==> config.mk <==
export PLATFORM = sky130hd
export DESIGN_NAME = cap_touch_scanner_flat
export DESIGN_NICKNAME = d
export VERILOG_FILES = /design/src/rtl/cap_touch_scanner_if.sv /design/src/rtl/cap_touch_scanner.sv /design/src/flat_wrapper.sv
export SDC_FILE = /design/constraint.sdc
export NUM_CORES = 1
export LEC_CHECK = 0
export CAP_MARGIN = 15
export CORE_MARGIN = 4
export CORE_UTILIZATION = 60
export DETAILED_ROUTE_END_ITERATION = 10
export GPL_TIMING_DRIVEN = 0
export MAX_ROUTING_LAYER = met4
export PLACE_DENSITY = 0.8
export SETUP_SLACK_MARGIN = 0.05
export SYNTH_ARGS = -nofsm -noshare
export SYNTH_HDL_FRONTEND = slang
export SYNTH_SLANG_ARGS = --single-unit
==> constraint.sdc <==
create_clock -name clock -period 4.4 [get_ports clock]
set_input_delay 0.44 -clock clock [delete_from_list [all_inputs] [get_ports clock]]
set_output_delay 0.44 -clock clock [all_outputs]
set_load 0.005 [all_outputs]
==> src/rtl/cap_touch_scanner_if.sv <==
// Purpose : processor-side MMIO bundle for the capacitive pad scanner.
// Latency : none; plain wires grouped for port hygiene.
// Backpressure: none; status is level/pulse, clears are write-one masks.
// Ports   : enable, clear_hits, rd_sel (processor -> scanner);
//           pad_state, press_event, hit_latched, scan_done, rd_count (scanner -> processor).
interface cap_touch_scanner_if #(
   parameter int NUM_PADS = 9,
   parameter int CNT_W    = 10
);
   logic                enable;
   logic [NUM_PADS-1:0] clear_hits;
   logic [4:0]          rd_sel;
   logic [NUM_PADS-1:0] pad_state;
   logic [NUM_PADS-1:0] press_event;
   logic [NUM_PADS-1:0] hit_latched;
   logic                scan_done;
   logic [CNT_W-1:0]    rd_count;

   modport master (
      output enable, clear_hits, rd_sel,
      input  pad_state, press_event, hit_latched, scan_done, rd_count
   );

   modport slave (
      input  enable, clear_hits, rd_sel,
      output pad_state, press_event, hit_latched, scan_done, rd_count
   );
endinterface

==> src/rtl/cap_touch_scanner.sv <==
// Purpose : N-pad capacitive scanner; charge all pads, time each discharge, threshold + debounce.
// Latency : one full scan (CHARGE_CYCLES + measure + 1); pad inputs see a 2-flop synchroniser.
// Backpressure: none; enable low lets the current scan finish, then the FSM idles.
// Ports   : clock, reset (sync, active-high), sensors_in (raw pads), sensors_out (charge drive),
//           mmio (slave side of cap_touch_scanner_if: status, hit flags, count readback).
module cap_touch_scanner #(
   parameter int NUM_PADS      = 9,
   parameter int CNT_W         = 10,
   parameter int CHARGE_CYCLES = 64,
   parameter int THRESH        = 100,
   parameter int DEBOUNCE      = 4
) (
   input  logic                clock,
   input  logic                reset,
   input  logic [NUM_PADS-1:0] sensors_in,
   output logic                sensors_out,
   cap_touch_scanner_if.slave  mmio
);
   localparam int CHG_W = (CHARGE_CYCLES > 1) ? $clog2(CHARGE_CYCLES) : 1;
   localparam logic [CNT_W-1:0] TIMEOUT = '1;

   typedef enum logic [1:0] {S_IDLE, S_CHARGE, S_MEASURE, S_EVAL} state_t;
   state_t state, next_state;

   logic [NUM_PADS-1:0] sync1, sync2;
   logic [CHG_W-1:0]    chg_cnt;
   logic [CNT_W-1:0]    meas_cnt;
   logic [NUM_PADS-1:0] captured;
   logic [CNT_W-1:0]    work_cnt [NUM_PADS];   // counts of the scan in progress
   logic [CNT_W-1:0]    count    [NUM_PADS];   // published counts, updated in EVALUATE
   logic [DEBOUNCE-1:0] hist     [NUM_PADS];
   logic [DEBOUNCE-1:0] hist_nxt [NUM_PADS];
   logic [NUM_PADS-1:0] sample;
   logic [NUM_PADS-1:0] cap_now;
   logic                all_cap;
   logic [NUM_PADS-1:0] pad_state_q, press_q, hit_q;
   logic                scan_done_c;
   logic [CNT_W-1:0]    rd_count_c;

   // A pad is captured on the first measure cycle its synced input reads low.
   assign cap_now = ~captured & ~sync2;
   assign all_cap = &(captured | cap_now);

   always_ff @(posedge clock) begin
      if (reset) state <= S_IDLE;
      else       state <= next_state;
   end

   always_comb begin
      next_state  = state;
      sensors_out = 1'b0;
      scan_done_c = 1'b0;
      case (state)
         S_IDLE: begin
            if (mmio.enable) next_state = S_CHARGE;
         end
         S_CHARGE: begin
            sensors_out = 1'b1;
            if (chg_cnt == CHG_W'(CHARGE_CYCLES - 1)) next_state = S_MEASURE;
         end
         S_MEASURE: begin
            if (all_cap || meas_cnt == TIMEOUT) next_state = S_EVAL;
         end
         S_EVAL: begin
            scan_done_c = 1'b1;
            next_state  = mmio.enable ? S_CHARGE : S_IDLE;
         end
         default: next_state = S_IDLE;
      endcase
   end

   // New history includes this scan's sample; state flips only on a unanimous history.
   always_comb begin
      for (int i = 0; i < NUM_PADS; i++) begin
         sample[i]   = work_cnt[i] > CNT_W'(THRESH);
         hist_nxt[i] = (hist[i] << 1) | DEBOUNCE'(sample[i]);
      end
   end

   always_ff @(posedge clock) begin
      if (reset) begin
         sync1       <= '0;
         sync2       <= '0;
         chg_cnt     <= '0;
         meas_cnt    <= '0;
         captured    <= '0;
         pad_state_q <= '0;
         press_q     <= '0;
         hit_q       <= '0;
         for (int i = 0; i < NUM_PADS; i++) begin
            work_cnt[i] <= '0;
            count[i]    <= '0;
            hist[i]     <= '0;
         end
      end else begin
         sync1   <= sensors_in;
         sync2   <= sync1;
         chg_cnt <= (state == S_CHARGE) ? chg_cnt + 1'b1 : '0;
         press_q <= '0;
         // press_q feeds the set term so a same-cycle clear loses.
         hit_q   <= (hit_q & ~mmio.clear_hits) | press_q;
         case (state)
            S_CHARGE: begin
               meas_cnt <= '0;
               captured <= '0;
               // Pads never seen low keep TIMEOUT.
               for (int i = 0; i < NUM_PADS; i++) work_cnt[i] <= TIMEOUT;
            end
            S_MEASURE: begin
               if (meas_cnt != TIMEOUT) meas_cnt <= meas_cnt + 1'b1;
               for (int i = 0; i < NUM_PADS; i++) begin
                  if (cap_now[i]) begin
                     work_cnt[i] <= meas_cnt;
                     captured[i] <= 1'b1;
                  end
               end
            end
            S_EVAL: begin
               for (int i = 0; i < NUM_PADS; i++) begin
                  count[i] <= work_cnt[i];
                  hist[i]  <= hist_nxt[i];
                  if (&hist_nxt[i]) begin
                     pad_state_q[i] <= 1'b1;
                     press_q[i]     <= ~pad_state_q[i];
                  end else if (~|hist_nxt[i]) begin
                     pad_state_q[i] <= 1'b0;
                  end
               end
            end
            default: ;
         endcase
      end
   end

   always_comb begin
      rd_count_c = '0;
      for (int i = 0; i < NUM_PADS; i++) begin
         if (mmio.rd_sel == 5'(i)) rd_count_c = count[i];
      end
   end

   assign mmio.pad_state   = pad_state_q;
   assign mmio.press_event = press_q;
   assign mmio.hit_latched = hit_q;
   assign mmio.scan_done   = scan_done_c;
   assign mmio.rd_count    = rd_count_c;
endmodule

==> src/flat_wrapper.sv <==
// flat-port wrapper written by rule: the top's interface ports become plain ports
module cap_touch_scanner_flat 
#(
   parameter int NUM_PADS      = 9,
   parameter int CNT_W         = 10,
   parameter int CHARGE_CYCLES = 64,
   parameter int THRESH        = 100,
   parameter int DEBOUNCE      = 4
)
  (clock, reset, sensors_in, sensors_out, mmio_enable, mmio_clear_hits, mmio_rd_sel, mmio_pad_state, mmio_press_event, mmio_hit_latched, mmio_scan_done, mmio_rd_count);
  cap_touch_scanner_if #(.NUM_PADS(NUM_PADS), .CNT_W(CNT_W)) mmio_i ();
  input  logic clock;
  input  logic reset;
  input  logic [NUM_PADS-1:0] sensors_in;
  output logic sensors_out;
  input wire logic [$bits(mmio_i.enable)-1:0] mmio_enable;
  input wire logic [$bits(mmio_i.clear_hits)-1:0] mmio_clear_hits;
  input wire logic [$bits(mmio_i.rd_sel)-1:0] mmio_rd_sel;
  output wire logic [$bits(mmio_i.pad_state)-1:0] mmio_pad_state;
  output wire logic [$bits(mmio_i.press_event)-1:0] mmio_press_event;
  output wire logic [$bits(mmio_i.hit_latched)-1:0] mmio_hit_latched;
  output wire logic [$bits(mmio_i.scan_done)-1:0] mmio_scan_done;
  output wire logic [$bits(mmio_i.rd_count)-1:0] mmio_rd_count;
  assign mmio_i.enable = mmio_enable;
  assign mmio_i.clear_hits = mmio_clear_hits;
  assign mmio_i.rd_sel = mmio_rd_sel;
  assign mmio_pad_state = mmio_i.pad_state;
  assign mmio_press_event = mmio_i.press_event;
  assign mmio_hit_latched = mmio_i.hit_latched;
  assign mmio_scan_done = mmio_i.scan_done;
  assign mmio_rd_count = mmio_i.rd_count;
  cap_touch_scanner #(.NUM_PADS(NUM_PADS), .CNT_W(CNT_W), .CHARGE_CYCLES(CHARGE_CYCLES), .THRESH(THRESH), .DEBOUNCE(DEBOUNCE)) u_core (.clock(clock), .reset(reset), .sensors_in(sensors_in), .sensors_out(sensors_out), .mmio(mmio_i));
endmodule
==> results.json, run 1 <==
{
  "status": "finished, final reports clean",
  "fp.coreArea_um2": 18100,
  "critPathLaunchType": "input port",
  "rsz0062_at_grt": "false",
  "pwr_density_cell_nw_per_um2": 542,
  "drtPass1Iterations": 5,
  "n_antenna_cell": 0,
  "ys_async_sr_fraction_pct": 0,
  "cts_root_buffer": "clkbuf_16",
  "required_ns": 3.96,
  "rows": 49,
  "antenna_found_initial": 0,
  "synth_warnings": 0,
  "cts_hold_buffers": 0,
  "crit_type": "input port to output port",
  "gr-total-overflow": 0,
  "synth-edff-count": 207,
  "slew_viol_final": 0,
  "instances_no_fill": 1210,
  "drt-initial-drc-count": 684,
  "post_drt_wl_per_cell_um": 19.4,
  "routabilityCongestion": 0.887,
  "drt_wl_total_um": 23500,
  "cts_resized": 0,
  "syn-num-nets": 896,
  "drive_above_1_share_pct": 6.93,
  "synth_cell_types": 54,
  "r2r_slack_ns": 1.72,
  "hold_viol_final": 0,
  "holdWs_ns": 0.432,
  "startpoint": "mmio_rd_sel[4]",
  "max_slew_margin_pct": 28.7,
  "drc": 0,
  "pin_count": 65,
  "fin_util_pct": 71.8,
  "hp-class": "register to register",
  "die_h_um": 144,
  "drv_cap": 0,
  "dieArea_um2": 20800,
  "ys_ff_latch": 279,
  "path_clk_slew_ns": 0.06,
  "track_usage_pct": 23.6,
  "r2r-end": "u_core.work_cnt[0][20]",
  "syn2layout_area_growth_pct": 16.6,
  "vias": 7059,
  "num-fill-cells": 1165,
  "initial_core_util_pct": 61.5,
  "grt_pass1_wl_um": 36500,
  "antenna_left": 0,
  "floorplan.die.width_um": 144,
  "grt_max_degree": 75,
  "stdcell_area_um2": 13000,
  "synth_area_per_cell_um2": 12.9,
  "post_cts_buffers": 0,
  "synth_area_um2": 11100,
  "clock_latency_ns": 0.52,
  "synth_ff_type": "edfxtp_1",
  "seq_area_frac_synth_pct": 68.8,
  "htree_levels": 1,
  "endpoint": "mmio_rd_count[0]",
  "dp_cells": 1162,
  "setup_viol": 0,
  "numCtsBuffers": 26,
  "netlist.area_leader.share_pct": 55.8,
  "fin_nets": 994,
  "port-buffer-count": 63,
  "critPathCaptureType": "output port",
  "skew_ns": 0.0106,
  "via_per_inst": 5.83,
  "cp_max_fo": 10,
  "syn_inst": 863,
  "ir_worst_vdd_mv": 0.351,
  "placed_area_um2": 12200,
  "tightest_slew_ns": 1.06,
  "holdPathStages": 1,
  "max_freq_mhz": 289,
  "clock_path_buffers": 3,
  "fin_crit_ns": 3.46,
  "rr_worst_depth": 8,
  "dp_hpwl_um": 15700,
  "yosys.area.top_type": "edfxtp_1",
  "reg2reg_from": "u_core.state[0]",
  "clkSinkCount": 279,
  "grt_pass1_vias": 6919,
  "synth.area.top_cells": "edfxtp_1, dfxtp_1, and2_1",
  "arrival_ns": 3.02,
  "cellLeakagePower_uw": 0.00482,
  "tritoncts": "built",
  "min_period_over_period_pct": 78.7
}
[cells in the final DEF, fill, tap and decap left out, types with 7 or more instances in the layout]
cell type / n
a21o_1: 20
a21oi_1: 52
a22o_1: 9
a2bb2oi_1: 9
and2_1: 109
and4b_1: 9
clkbuf_1: 36
clkbuf_16: 28
clkdlybuf4s50_1: 63
dfxtp_1: 72
edfxtp_1: 207
ha_1: 7
inv_1: 30
mux2i_1: 10
nand2_1: 29
nand2b_1: 19
nand4b_1: 9
nor2_1: 76
nor2b_1: 22
nor4_1: 11
o21ai_0: 44
o22ai_1: 14
o2bb2ai_1: 9
[flip-flops by register name, summed over array words and instances (netlist names)]
signal,flops
u_core.count,90
u_core.work_cnt,90
u_core.hist,27
u_core.meas_cnt,10
u_core.captured,9
u_core.mmio.hit_latched,9
u_core.mmio.pad_state,9
u_core.mmio.press_event,9
u_core.sync1,9
u_core.sync2,9
u_core.chg_cnt,6
u_core.state,2
[layer usage]
metal | wire length [um] | vias up | GRT usage, %
met2 | 11300 | 245 | 37.8
met4 | 647 | 0 | 8.05
li1 | - | 3339 | -
met5 | 0 | - | -
met1 | 10200 | 3428 | 31.5
met3 | 1290 | 47 | 3.11
[worst max-delay path, cell delays in order]
cell and delay, ns:
clkdlybuf4s50_1 0.52, nor3b_4 0.46, nor3b_4 0.48, a2bb2oi_1 0.14, a22o_1 0.25, a21oi_1 0.18, clkdlybuf4s50_1 0.54
[Yosys cell counts, drive strengths merged (2+ instances only)]
master	instances
or3	2
o31ai	9
a22o	9
buf	10
nor2b	22
o22ai	15
o21ai	44
nand4	3
nand2b	19
nor4	11
a31o	2
a211oi	2
ha	7
nor3	2
nand4b	9
nor2	76
dfxtp	72
xor2	5
or2	2
inv	28
a21oi	52
and4b	9
clkbuf	31
a311oi	3
and2	109
nand2	29
a2bb2oi	9
o2bb2ai	9
nand3	5
a31oi	6
nor3b	2
a21o	20
mux2i	10
edfxtp	207
[cell type report]
class	instances	area (um^2)	area share (%)
sequential	279	7660	59.0
tap	229	287	2.21
clock buffer	36	751	5.78
multi-input combinational	515	3210	24.7
timing repair buffer	70	704	5.43
buffer	41	195	1.50
clock inverter	12	78.8	0.607
inverter	28	105	0.809
[per-stage QoR]
step | power [uW] | TNS, ns | worst slack (ns)
2_1_floorplan | 4400 | 0 | 1.54
3_3_place_gp | 4810 | -6.08 | -0.0588
3_5_place_dp | 4900 | 0 | 0.992
4_1_cts | 7040 | 0 | 0.982
5_1_grt | 7320 | 0 | 0.799
6_report | 7030 | 0 | 0.939
[worst min-delay path by stage]
| stage | from | end | slack [ns] |
|---|---|---|---|
| after global placement | u_core.sync1[6] | u_core.sync2[6] | 0.42 |
| after CTS | u_core.sync1[6] | u_core.sync2[6] | 0.43 |
| after floorplan | u_core.sync1[0] | u_core.sync2[0] | 0.41 |
| after detailed placement | u_core.sync1[6] | u_core.sync2[6] | 0.42 |
| after global routing | u_core.sync1[0] | u_core.sync2[0] | 0.45 |
| final | u_core.sync1[6] | u_core.sync2[6] | 0.43 |
[report_power, final]
part	total, uW	leakage (uW)	internal, uW	switching, uW
combinational	1050	0.00165	342	707
sequential	3830	0.00275	3550	282
clock	2150	0.000419	1250	905
total	7030	0.00482	5140	1890
[cells by family after synthesis]
logic type	share of synthesized area, %
AOI/OAI and AO/OA	10.8
xor gates and xnor gates	0.472
adders and majority gates	0.787
buffers and inverters	2.70
DFF	68.8
muxes	0.899
and+or+nand+nor	15.6
Power figures use the tool's default switching activity.
==> inputs of run 2 (changes only) <==
- CORE_UTILIZATION: 60 -> 53
- PLACE_DENSITY: 0.8 -> 0.75
- clock period: 4.4 -> 3.01 ns (I/O delays scaled with it)
==> run 2 against run 1 <==
Net effect: clock power up 45%; critical path depth up 2; wire length down 2.8%; critical path type unchanged.
==> results.json, run 2 (synthesized netlist as in run 1, its figures left out) <==
{
  "status": "finished, final reports clean",
  "cp_max_fo": 10,
  "arrival_ns": 2.62,
  "dieArea_um2": 23400,
  "grt_pass1_vias": 6538,
  "cellLeakagePower_uw": 0.00490,
  "antenna_found_initial": 0,
  "via_per_inst": 5.45,
  "rows": 52,
  "cp_num_buf_inv": 5,
  "drt-initial-drc-count": 583,
  "floorplan.die.width_um": 153,
  "hp-class": "input port to register",
  "critPathTopFamily": "buffers and inverters",
  "drc": 0,
  "antenna_left": 0,
  "initial_core_util_pct": 54.5,
  "path_cells": "clkdlybuf4s50_1 -> buf_6 -> or4b_4 -> buf_6 -> or2_1 -> buf_6 -> o22ai_1 -> a21oi_1 -> clkdlybuf4s50_1",
  "port-buffer-count": 63,
  "clkSinkCount": 279,
  "tns_ns": 0,
  "max_freq_mhz": 343,
  "slew_viol_final": 0,
  "num-fill-cells": 1523,
  "die_h_um": 153,
  "clock_latency_ns": 0.52,
  "skew_ns": 0.0102,
  "slowest_stage": "or4b_4",
  "rsz0062_at_grt": "true",
  "n_antenna_cell": 0,
  "pin_count": 65,
  "tightest_slew_ns": 0.990,
  "holdWs_ns": 0.330,
  "crit_path_frequent_cell": "buf_6",
  "clock_path_buffers": 3,
  "track_usage_pct": 19.8,
  "drt_wl_total_um": 22800,
  "grt_max_degree": 67,
  "drive_above_1_share_pct": 9.06,
  "drv_cap": 0,
  "top_regs": "u_core.count (90), u_core.work_cnt (90), u_core.hist (27)",
  "routabilityCongestion": 0.835,
  "syn2layout_area_growth_pct": 18.0,
  "numCtsBuffers": 27,
  "setup_viol": 0,
  "fp.coreArea_um2": 20400,
  "cts_root_buffer": "clkbuf_16",
  "path_clk_slew_ns": 0.06,
  "placed_area_um2": 12200,
  "min_period_over_period_pct": 97.0,
  "fin_crit_ns": 2.92,
  "setup_slack_ns": 0.0907,
  "ir_worst_vdd_mv": 0.482,
  "vias": 6886,
  "required_ns": 2.71,
  "tritoncts": "built",
  "post_drt_wl_per_cell_um": 18.1,
  "fin_nets": 1005,
  "max_stage_delay_ns": 0.53,
  "gr-total-overflow": 0,
  "grt_pass1_wl_um": 35600,
  "crit_type": "input port to output port",
  "final_common_cell": "edfxtp_1",
  "htree_levels": 1,
  "critPathCaptureType": "output port",
  "max_slew_margin_pct": 33.6,
  "stdcell_area_um2": 13100,
  "dp_slack_ns": -0.266,
  "final_cell_mix": "edfxtp_1, and2_1, nor2_1",
  "pwr_density_cell_nw_per_um2": 777,
  "drtPass1Iterations": 5,
  "critPathLaunchType": "input port",
  "dp_hpwl_um": 15600,
  "hold_viol_final": 0,
  "cts_hold_buffers": 0
}
run 2: cell count changes in the layout (fill, tap and decap cells not counted), moves of 3 or more:
cell	change
clkbuf_1	-6
clkdlybuf4s50_1	-3
buf_4	+8
clkinvlp_4	+3
clkbuf_2	+3
run 2: per-layer routing:
metal / track usage, % / vias to the layer above / wire length (um)
met5: - / - / 0
met4: 6.32 / 0 / 687
met3: 3.03 / 47 / 1120
met2: 30.7 / 212 / 10600
met1: 27.4 / 3268 / 10400
li1: - / 3359 / -
run 2: final timing paths:
kind	end	slack [ns]	start	depth (start not counted)
worst min-delay path	u_core.sync1[5]	0.33	sensors_in[5]	2
worst min register to register	u_core.sync2[7]	0.43	u_core.sync1[7]	1
worst max-delay path	mmio_rd_count[0]	0.09	mmio_rd_sel[1]	9
worst max register to register	u_core.work_cnt[0][0]	0.26	u_core.state[0]	8
run 2: report_power, final:
group,total (uW),internal (uW),switching (uW)
logic,1540,503,1030
registers,5570,5190,377
clock network,3110,1740,1360
run 2: repair_timing:
item	CTS	global route
setup buffers	9	0
pin swaps	1	2
resized for setup	5	13
setup endpoints to repair	10	9
run 2: cell type report:
type	count	area, um^2	share of cell area (%)
multi-input combinational	515	3230	24.6
buffer	41	205	1.56
sequential	279	7660	58.3
tap	270	338	2.57
timing repair buffer	80	776	5.90
clock inverter	19	134	1.02
inverter	28	105	0.800
clock buffer	31	691	5.26
run 2: through the flow:
step	util, %	std cells	power (uW)
2_1_floorplan	-	863	6430
3_3_place_gp	59.2	1196	7040
3_5_place_dp	59.7	1204	7160
4_1_cts	64.2	1263	10300
5_1_grt	64.3	1263	10700
6_report	64.3	1263	10200
